File: config.mk
export PLATFORM = sky130hd
export DESIGN_NAME = pc_sequencer
export DESIGN_NICKNAME = d
export VERILOG_FILES = /design/src/rtl/pc_pkg.sv /design/src/rtl/ras_stack.sv /design/src/rtl/pc_sequencer.sv
export SDC_FILE = /design/constraint.sdc
export NUM_CORES = 1
export LEC_CHECK = 0
export BUFFER_PORTS_ARGS = -buffer_cell sky130_fd_sc_hd__buf_4
export CAP_MARGIN = 40
export CORE_UTILIZATION = 49
export DETAILED_ROUTE_END_ITERATION = 10
export HOLD_SLACK_MARGIN = 0.12
export PLACE_DENSITY = 0.72
export SLEW_MARGIN = 15
export SYNTH_ARGS = -nofsm -noshare
export SYNTH_HDL_FRONTEND = slang
export SYNTH_SLANG_ARGS = --single-unit
File: constraint.sdc
create_clock -name clk -period 4.85 [get_ports clk]
set_clock_uncertainty 0.2 [all_clocks]
set_input_delay 0.7275 -clock clk [delete_from_list [all_inputs] [get_ports clk]]
set_output_delay 0.7275 -clock clk [all_outputs]
set_load 0.02 [all_outputs]
File: src/rtl/pc_pkg.sv
// Shared types and helpers for the program-counter sequencer.
// Next-PC mode encodings, PC step and immediate sign extension.
package pc_pkg;

  typedef enum logic [2:0] {
    SEQ  = 3'd0,
    BEQ  = 3'd1,
    BNE  = 3'd2,
    J    = 3'd3,
    JAL  = 3'd4,
    JR   = 3'd5,
    LOAD = 3'd6
  } mode_t;

  localparam int PC_STEP = 4;

  // Callers cast the result down to their own PC width.
  function automatic logic [63:0] sext16(
    input logic [15:0] v
  );
    return {{48{v[15]}}, v};
  endfunction

endpackage

File: src/rtl/ras_stack.sv
// Circular return-address stack; when full, a push
// overwrites the oldest entry and the count saturates.
module ras_stack
  import pc_pkg::*;
#(
  parameter int WIDTH = 32,
  parameter int DEPTH = 4
) (
  input  logic             clk,
  input  logic             reset,
  input  logic             push,
  input  logic             pop,
  input  logic [WIDTH-1:0] din,
  output logic [WIDTH-1:0] top,
  output logic             empty,
  output logic             full
);

  localparam int PW = $clog2(DEPTH);
  localparam int CW = PW + 1;
  localparam logic [CW-1:0] FULL_CNT = CW'(DEPTH);

  logic [WIDTH-1:0] mem [DEPTH];
  logic [PW-1:0]    ptr;
  logic [PW-1:0]    wptr;
  logic [CW-1:0]    cnt;

  assign wptr  = ptr + PW'(1);
  assign top   = mem[ptr];
  assign empty = (cnt == '0);
  assign full  = (cnt == FULL_CNT);

  always_ff @(posedge clk) begin
    if (reset) begin
      ptr <= '0;
      cnt <= '0;
    end else if (push) begin
      ptr <= wptr;
      if (!full)
        cnt <= cnt + CW'(1);
    end else if (pop && !empty) begin
      ptr <= ptr - PW'(1);
      cnt <= cnt - CW'(1);
    end
  end

  always_ff @(posedge clk) begin
    if (push)
      mem[wptr] <= din;
  end

endmodule

File: src/rtl/pc_sequencer.sv
// Program counter with next-PC mux, RAS, exceptions
// and misaligned-target trapping.
module pc_sequencer
  import pc_pkg::*;
#(
  parameter int          WIDTH     = 32,
  parameter logic [63:0] RESET_VEC = 64'h0,
  parameter logic [63:0] EXC_VEC   = 64'h80,
  parameter int          RAS_DEPTH = 4
) (
  input  logic             clk,
  input  logic             reset,
  input  logic             stall,
  input  logic [2:0]       mode,
  input  logic             zero,
  input  logic [15:0]      imm16,
  input  logic [25:0]      imm26,
  input  logic [WIDTH-1:0] reg_target,
  input  logic [WIDTH-1:0] load_val,
  input  logic             exc,
  output logic [WIDTH-1:0] pc,
  output logic [WIDTH-1:0] pc_plus4,
  output logic [WIDTH-1:0] epc,
  output logic             addr_err,
  output logic             ras_miss,
  output logic             ras_ovf,
  output logic             ras_empty
);

  localparam logic [WIDTH-1:0] RV = WIDTH'(RESET_VEC);
  localparam logic [WIDTH-1:0] EV = WIDTH'(EXC_VEC);

  logic [WIDTH-1:0] off;
  logic [WIDTH-1:0] br_tgt;
  logic [WIDTH-1:0] j_tgt;
  logic [WIDTH-1:0] nxt;
  logic [WIDTH-1:0] ras_top;
  logic             ras_full;
  logic             is_beq, is_bne, is_j;
  logic             is_jal, is_jr, is_ld;
  logic             mis, miss_n, adv;
  logic             push, pop;

  assign pc_plus4 = pc + WIDTH'(PC_STEP);
  assign off      = WIDTH'(sext16(imm16));
  assign br_tgt   = pc_plus4 + (off << 2);
  assign j_tgt    = {pc_plus4[WIDTH-1:28],
                     imm26, 2'b00};

  assign is_beq = (mode == BEQ);
  assign is_bne = (mode == BNE);
  assign is_j   = (mode == J);
  assign is_jal = (mode == JAL);
  assign is_jr  = (mode == JR);
  assign is_ld  = (mode == LOAD);

  assign mis =
    (is_jr && (reg_target[1:0] != 2'b00)) ||
    (is_ld && (load_val[1:0] != 2'b00));

  // A trapped JR still consumes its RAS entry.
  assign miss_n = is_jr && !mis &&
    (ras_empty || (ras_top != reg_target));

  assign adv  = !reset && !exc && !stall;
  assign push = adv && is_jal;
  assign pop  = adv && is_jr;

  always_comb begin
    nxt = pc_plus4;
    unique case (1'b1)
      is_beq:         if (zero) nxt = br_tgt;
      is_bne:         if (!zero) nxt = br_tgt;
      is_j, is_jal:   nxt = j_tgt;
      is_jr:          nxt = reg_target;
      is_ld:          nxt = load_val;
      default:        nxt = pc_plus4;
    endcase
  end

  always_ff @(posedge clk) begin
    if (reset) begin
      pc       <= RV;
      epc      <= '0;
      addr_err <= 1'b0;
      ras_miss <= 1'b0;
    end else if (exc) begin
      pc       <= EV;
      epc      <= pc;
      addr_err <= 1'b0;
      ras_miss <= 1'b0;
    end else if (stall) begin
      addr_err <= 1'b0;
      ras_miss <= 1'b0;
    end else begin
      pc       <= mis ? EV : nxt;
      addr_err <= mis;
      ras_miss <= miss_n;
      if (mis)
        epc <= pc;
    end
  end

  always_ff @(posedge clk) begin
    if (reset)
      ras_ovf <= 1'b0;
    else if (push && ras_full)
      ras_ovf <= 1'b1;
  end

  ras_stack #(
    .WIDTH (WIDTH),
    .DEPTH (RAS_DEPTH)
  ) u_ras (
    .clk   (clk),
    .reset (reset),
    .push  (push),
    .pop   (pop),
    .din   (pc_plus4),
    .top   (ras_top),
    .empty (ras_empty),
    .full  (ras_full)
  );

endmodule

==> results.py, run 1 <==
metrics = {
    "sta": {
        "clock.fmax_mhz": 224,
        "setup_viol": 0,
        "slew_viol_final": 0,
        "relSlewSlack_pct": 40.6,
        "hold_viol": 0,
        "period_needed_ns": 4.46,
        "tns_ns": 0,
        "rsz0062_at_grt": "no",
        "fin_ws_ns": 0.386,
        "period_share_pct": 92.1,
        "tightest_slew_ns": 0.890,
    },
    "final_layout": {
        "antenna_cells": 0,
        "drive_gt1_share_pct": 27.3,
        "syn_to_final_growth_pct": 24.4,
        "fin_nets": 1420,
    },
    "clocking": {
        "tritoncts": "yes",
        "clkTransAtPathRegs_ns": 0.06,
        "cts-root-buf": "clkbuf_16",
        "clock-sinks": 202,
        "insertion_delay_ns": 0.51,
        "cts_resized": 0,
        "post_cts_buffers": 0,
        "ctsHoldBuffers": 0,
        "cts_buffers": 23,
        "h-tree-depth": 1,
        "clock_path_buffers": 3,
    },
    "critical_path": {
        "worstRegToRegCells": 12,
        "regToRegSetupSlack_ns": 0.39,
        "r2r_end": "pc[31]",
        "criticalPathCategory": "reg -> reg",
        "cp.required_ns": 5.01,
        "crit_chain": "and4_1 > nand4_1 > nor2_2 > xor2_1 > ha_1 > a21oi_1 > nor2b_1 > or4b_1 > a31oi_1 > o21ai_0 > a41oi_1 > o41ai_1",
        "crit_fanout": 10,
        "worst_path_max_delay_cell": "xor2_1",
        "end_kind": "flop",
        "worst_path_largest_cell_delay_ns": 0.71,
        "cp-start-kind": "flop",
        "critPathBufInv": 0,
        "arrival_ns": 4.62,
        "crit_family": "simple AND/OR/NAND/NOR gates",
        "rr_startpoint": "pc[15]",
    },
    "pwr": {
        "p_comb_share_pct": 12.8,
        "leakage_nw": 5.32,
        "pwr-share-clk_pct": 43.5,
        "p_seq_share_pct": 43.6,
        "pwr_density_cell_mw_per_mm2": 301,
        "internal-power_mw": 3.19,
        "sw_frac_of_total_pct": 24.7,
        "power.switching_mw": 1.05,
        "peakVddDrop_uv": 259,
    },
    "floorplan": {
        "num_rows": 55,
        "dieArea_mm2": 0.0237,
        "fp.coreArea_mm2": 0.0226,
        "die_y_um": 154,
        "fp.dieW_um": 154,
        "ios": 214,
        "initial_core_util_pct": 50.0,
    },
    "worst_hold_path": {
        "hold-path-cell-count": 2,
        "min_from": "epc[6]",
        "min_to": "epc[6]",
        "hold_class": "reg -> reg",
    },
    "routing": {
        "antenna_left": 0,
        "vias": 9712,
        "wl_per_cell_um": 24.2,
        "drt_first_iter_violations": 1171,
        "first_pass_iters": 7,
        "drc": 0,
        "viasPerCell": 6.21,
        "drt_wl_total_mm": 37.8,
    },
    "run_status": {
        "status": "completed",
    },
    "yosys": {
        "netlist_area_mm2": 0.0113,
        "synthCells": 1055,
        "synth_area_leader_cell": "edfxtp_1",
        "synth_flop_cell": "edfxtp_1",
        "syn_area_per_cell_um2": 10.7,
        "ys_warn_count": 0,
        "synthMuxAreaShare_pct": 8.83,
        "synth_xor_area_share_pct": 6.80,
        "synth-simple-area-share_pct": 12.5,
        "synth_edf_count": 128,
        "yosysMostFrequentCell": "nand2_1",
        "ys_types": 73,
        "synth_top_family_by_area": "compound AO/OA/AOI/OAI gates",
        "synth_area_leaders": "edfxtp_1 34%, dfxtp_1 13%, mux4_2 6.4%",
        "async_reset_ff_share_pct": 0,
        "synth_compound_area_share_pct": 16.7,
        "ys_ff_latch": 202,
        "ys_top_cells_by_count": "133 x nand2_1, 128 x edfxtp_1, 111 x a21oi_1, 74 x dfxtp_1, 54 x xnor2_1",
        "synth_nets": 1212,
        "yosys.area.top_type_share_pct": 34.0,
        "yosysSeqAreaShare_pct": 47.1,
        "synthAdderAreaFrac_pct": 4.89,
    },
    "global_route": {
        "grt_pass1_wl_mm": 56.5,
        "grt.overflow.total": 0,
        "grt_max_degree": 48,
        "antenna_found_initial": 0,
        "grt_pass1_vias": 9257,
        "gr-usage-all-layers_pct": 31.9,
    },
    "place": {
        "gp_congestion": 0.968,
        "port_buffers": 213,
        "place_ws_ns": 0.533,
        "dpl.hpwl_mm": 28.1,
    },
    "run": {
        "drv_cap": 0,
    },
}
cell usage in the layout, fill, tap and decap left out, types with 5 or more instances in the layout:
cell type  netlist  routed
buf_4            3     247
nand2_1        133     133
edfxtp_1       128     128
a21oi_1        111     111
dfxtp_1         74      73
xnor2_1         54      54
nor2_1          51      50
ha_1            41      41
xor2_1          32      32
mux4_2          32      32
o21ai_0         31      31
a22o_1          28      28
nand3_1         25      25
clkbuf_16        0      23
mux2i_1         21      21
inv_1           15      15
nand4_1         15      15
a21o_1          15      15
a222oi_1        14      14
and3_1          12      12
nor3_1          11      11
o22ai_1         11      11
a31oi_1         10      10
nand2b_1         8       8
nor2b_1         10       8
o211ai_1         7       7
o221ai_1         7       7
a22oi_1          6       6
mux2_2           6       6
and4_1           5       5
a221oi_1         5       5
nor4_1           5       5
cells by family (layout without fill, tap and decap cells):
group,after synthesis,in the layout
AOI/OAI and AO/OA,286,286
xor gates and xnor gates,87,87
adders and majority gates,43,43
buffers and inverters,81,305
DFF,202,202
muxes,59,59
and+or+nand+nor,297,297
tightest hold or removal path, stage by stage (launching register included):
cell,delay [ns]
dfxtp_1,0.31
nand2_1,0.05
a21oi_1,0.05
power groups by stage:
| stage | logic [mW] | clock network, mW | registers, mW |
|---|---|---|---|
| 2_1_floorplan | 0.283 | 0 | 1.89 |
| 3_3_place_gp | 0.530 | 0 | 1.88 |
| 3_5_place_dp | 0.531 | 0 | 1.88 |
| 4_1_cts | 0.535 | 1.86 | 1.85 |
| 5_1_grt | 0.578 | 1.92 | 1.85 |
| 6_report | 0.544 | 1.84 | 1.85 |
state kept, by name, indices dropped and copies added, names as in the netlist, named ones only:
register,count
addr_err,1
epc,32
pc,32
ras_miss,1
ras_ovf,1
u_ras.cnt,3
u_ras.mem,128
u_ras.ptr,2
how the worst max path moves through the flow:
stage                     cells past startpoint     end   start
after global placement                       12  pc[31]  pc[15]
after global routing                         13  pc[31]   pc[2]
after detailed placement                     12  pc[31]  pc[15]
after floorplan                              16  pc[31]   pc[2]
final                                        12  pc[31]  pc[15]
after CTS                                    12  pc[31]  pc[15]
cell type report:
class                      instances  area, um^2
fill                            1780        8570
multi-input combinational        772        5630
sequential                       202        5330
timing repair buffer             249        1890
clock buffer                      29         638
tap                              285         357
clock inverter                    12         168
inverter                          15        56.3
through the flow:
stage	power (mW)	cells	instance area [um^2]	hold WS [ns]	utilization, %
6_report	4.24	1564	14100	0.252	62.1
5_1_grt	4.35	1564	14100	0.269	62.1
4_1_cts	4.24	1564	14100	0.253	62.1
3_5_place_dp	2.42	1523	13300	0.244	58.6
3_3_place_gp	2.41	1523	13300	0.240	58.6
2_1_floorplan	2.17	1055	11300	0.285	-
per-layer routing:
metal / global-route usage [%] / vias up / wire length (um)
met2: 49.4 / 568 / 16900
met4: 13.1 / 0 / 1540
met5: 0 / - / 0
met3: 6.06 / 85 / 4350
met1: 43.9 / 4659 / 15000
li1: - / 4400 / -
No activity file was read; power rests on OpenSTA's default activity.
==> run 2: changes to the inputs <==
==> constraint.sdc (replaced) <==
create_clock -name clk -period 4.4 [get_ports clk]
set_clock_uncertainty 0.2 [all_clocks]
set_input_delay 0.66 -clock clk [delete_from_list [all_inputs] [get_ports clk]]
set_output_delay 0.66 -clock clk [all_outputs]
set_load 0.02 [all_outputs]
==> run 2 against run 1 <==
Net effect:
- combinational power up 15%
- core utilization up 0.85 points
- clock-buffer cell count down 2
- highest routed layer unchanged
- sequential cell count unchanged
- fmax up 9.7%
- clock power up 4%
- register-to-register slack worse by 0.06 ns
- global-route usage up 0.47 points
- final cell count up 1.9%
- via count up 1.2%
- power up 8.0%
==> results.py, run 2 (same netlist as run 1, synthesis figures left out) <==
metrics = {
    "sta": {
        "rsz0062_at_grt": "no",
        "setup_viol": 0,
        "tightest_slew_ns": 0.851,
        "whs_ns": 0.253,
        "period_share_pct": 92.5,
        "period_needed_ns": 4.07,
        "relSlewSlack_pct": 42.7,
        "slew_viol_final": 0,
        "clock.fmax_mhz": 246,
        "hold_viol": 0,
        "tns_ns": 0,
    },
    "global_route": {
        "gr-usage-all-layers_pct": 32.3,
        "grt.overflow.total": 0,
        "grt_pass1_vias": 9354,
        "grt_max_degree": 48,
        "antenna_found_initial": 0,
        "grt_pass1_wl_mm": 57.3,
    },
    "place": {
        "gp_congestion": 0.914,
        "dpl.hpwl_mm": 28.7,
        "port_buffers": 213,
    },
    "critical_path": {
        "crit_chain": "ha_1 > and2_0 > and4_2 > nand3_1 > xnor2_1 > ha_1 > a21o_1 > a21oi_1 > o2111ai_1 > o211a_1 > a32oi_1 > o21ai_0 > a41oi_1 > o41ai_1",
        "criticalPathCategory": "reg -> reg",
        "crit_fanout": 9,
        "cpMostUsedCell": "ha_1",
        "cp-start-kind": "flop",
        "crit_family": "compound AO/OA/AOI/OAI gates",
        "arrival_ns": 4.26,
        "end_kind": "flop",
        "cp.required_ns": 4.59,
        "critPathBufInv": 0,
        "worst_path_largest_cell_delay_ns": 0.48,
        "worst_path_max_delay_cell": "dfxtp_1",
    },
    "floorplan": {
        "initial_core_util_pct": 50.0,
        "fp.coreArea_mm2": 0.0226,
        "fp.dieW_um": 154,
        "num_rows": 55,
        "ios": 214,
        "die_y_um": 154,
        "dieArea_mm2": 0.0237,
    },
    "routing": {
        "first_pass_iters": 5,
        "drt_first_iter_violations": 1202,
        "viasPerCell": 6.17,
        "vias": 9828,
        "antenna_left": 0,
        "drc": 0,
        "drt_wl_total_mm": 38.6,
        "wl_per_cell_um": 24.2,
    },
    "clocking": {
        "cts_resized": 0,
        "cts_buffers": 23,
        "h-tree-depth": 1,
        "clkTransAtPathRegs_ns": 0.06,
        "tritoncts": "yes",
        "clock_path_buffers": 3,
        "cts-root-buf": "clkbuf_16",
        "insertion_delay_ns": 0.51,
        "clock-sinks": 202,
        "ctsHoldBuffers": 0,
        "post_cts_buffers": 0,
    },
    "final_layout": {
        "layout_common_cells": "278 x buf_4, 133 x nand2_1, 128 x edfxtp_1",
        "antenna_cells": 0,
        "multiInputGateArea_mm2": 0.00565,
        "layout_commonest_cell": "buf_4",
        "drive_gt1_share_pct": 29.1,
        "fin_nets": 1451,
        "syn_to_final_growth_pct": 26.1,
        "largest_reg_flops": 128,
        "largestRegisters": "u_ras.mem x128, epc x32, pc x32",
        "final_util_pct": 63.0,
        "max_flop_register": "u_ras.mem",
        "fillCellCount": 1799,
        "ff_latch_area_mm2": 0.00533,
    },
    "worst_hold_path": {
        "hold_class": "reg -> reg",
    },
    "pwr": {
        "pwr_density_cell_mw_per_mm2": 321,
        "peakVddDrop_uv": 282,
        "leakage_nw": 5.46,
        "p_total_mw": 4.58,
    },
    "run_status": {
        "status": "completed",
    },
    "run": {
        "drv_cap": 0,
    },
}
[run 2: tightest hold or removal path, delay by kind of cell (launching register included)]
kind | cells | cell delay [ns]
AO/OA/AOI/OAI | 1 | 0.05
flip-flops | 1 | 0.31
AND/OR/NAND/NOR | 1 | 0.05
[run 2: final cells by class]
type                    count  share of cell area, %
clock inverters            13                   1.09
multi-input cells         772                   39.6
flip-flops and latches    202                   37.3
repair buffers            280                   14.9
clock buffers              27                   4.14
well taps                 285                   2.50
inverters                  15                  0.395
[run 2: routing by layer]
layer / part of all wire, % / up-vias / global-route usage [%] / wire length [um]
li1: - / 4467 / - / -
met5: 0 / - / 0 / 0
met1: 40 / 4720 / 44.2 / 15600
met3: 11 / 77 / 7.36 / 4240
met4: 3.8 / 0 / 12.6 / 1450
met2: 45 / 564 / 49.9 / 17300
[run 2: where the power goes]
group          switching (mW)  internal, mW
logic                   0.370         0.254
clock network           0.783          1.14
registers              0.0158          2.02
total                    1.17          3.41
[run 2: path summary, 6_finish.rpt]
| kind | from | end | slack (ns) | cells past startpoint |
|---|---|---|---|---|
| setup / recovery | pc[2] | pc[31] | 0.33 | 14 |
| hold / removal | epc[27] | epc[27] | 0.25 | 2 |
| setup reg to reg | pc[2] | pc[31] | 0.33 | 14 |
| hold reg to reg | epc[27] | epc[27] | 0.25 | 2 |
[run 2: stage by stage]
| step | setup slack (ns) | instance area (um^2) | cells |
|---|---|---|---|
| finish | 0.328 | 14300 | 1594 |
| global route | 0.0699 | 14300 | 1594 |
| CTS | 0.244 | 14200 | 1594 |
| detailed placement | 0.281 | 13500 | 1554 |
| global placement | 0.452 | 13500 | 1554 |
| floorplan | 0.280 | 11300 | 1055 |
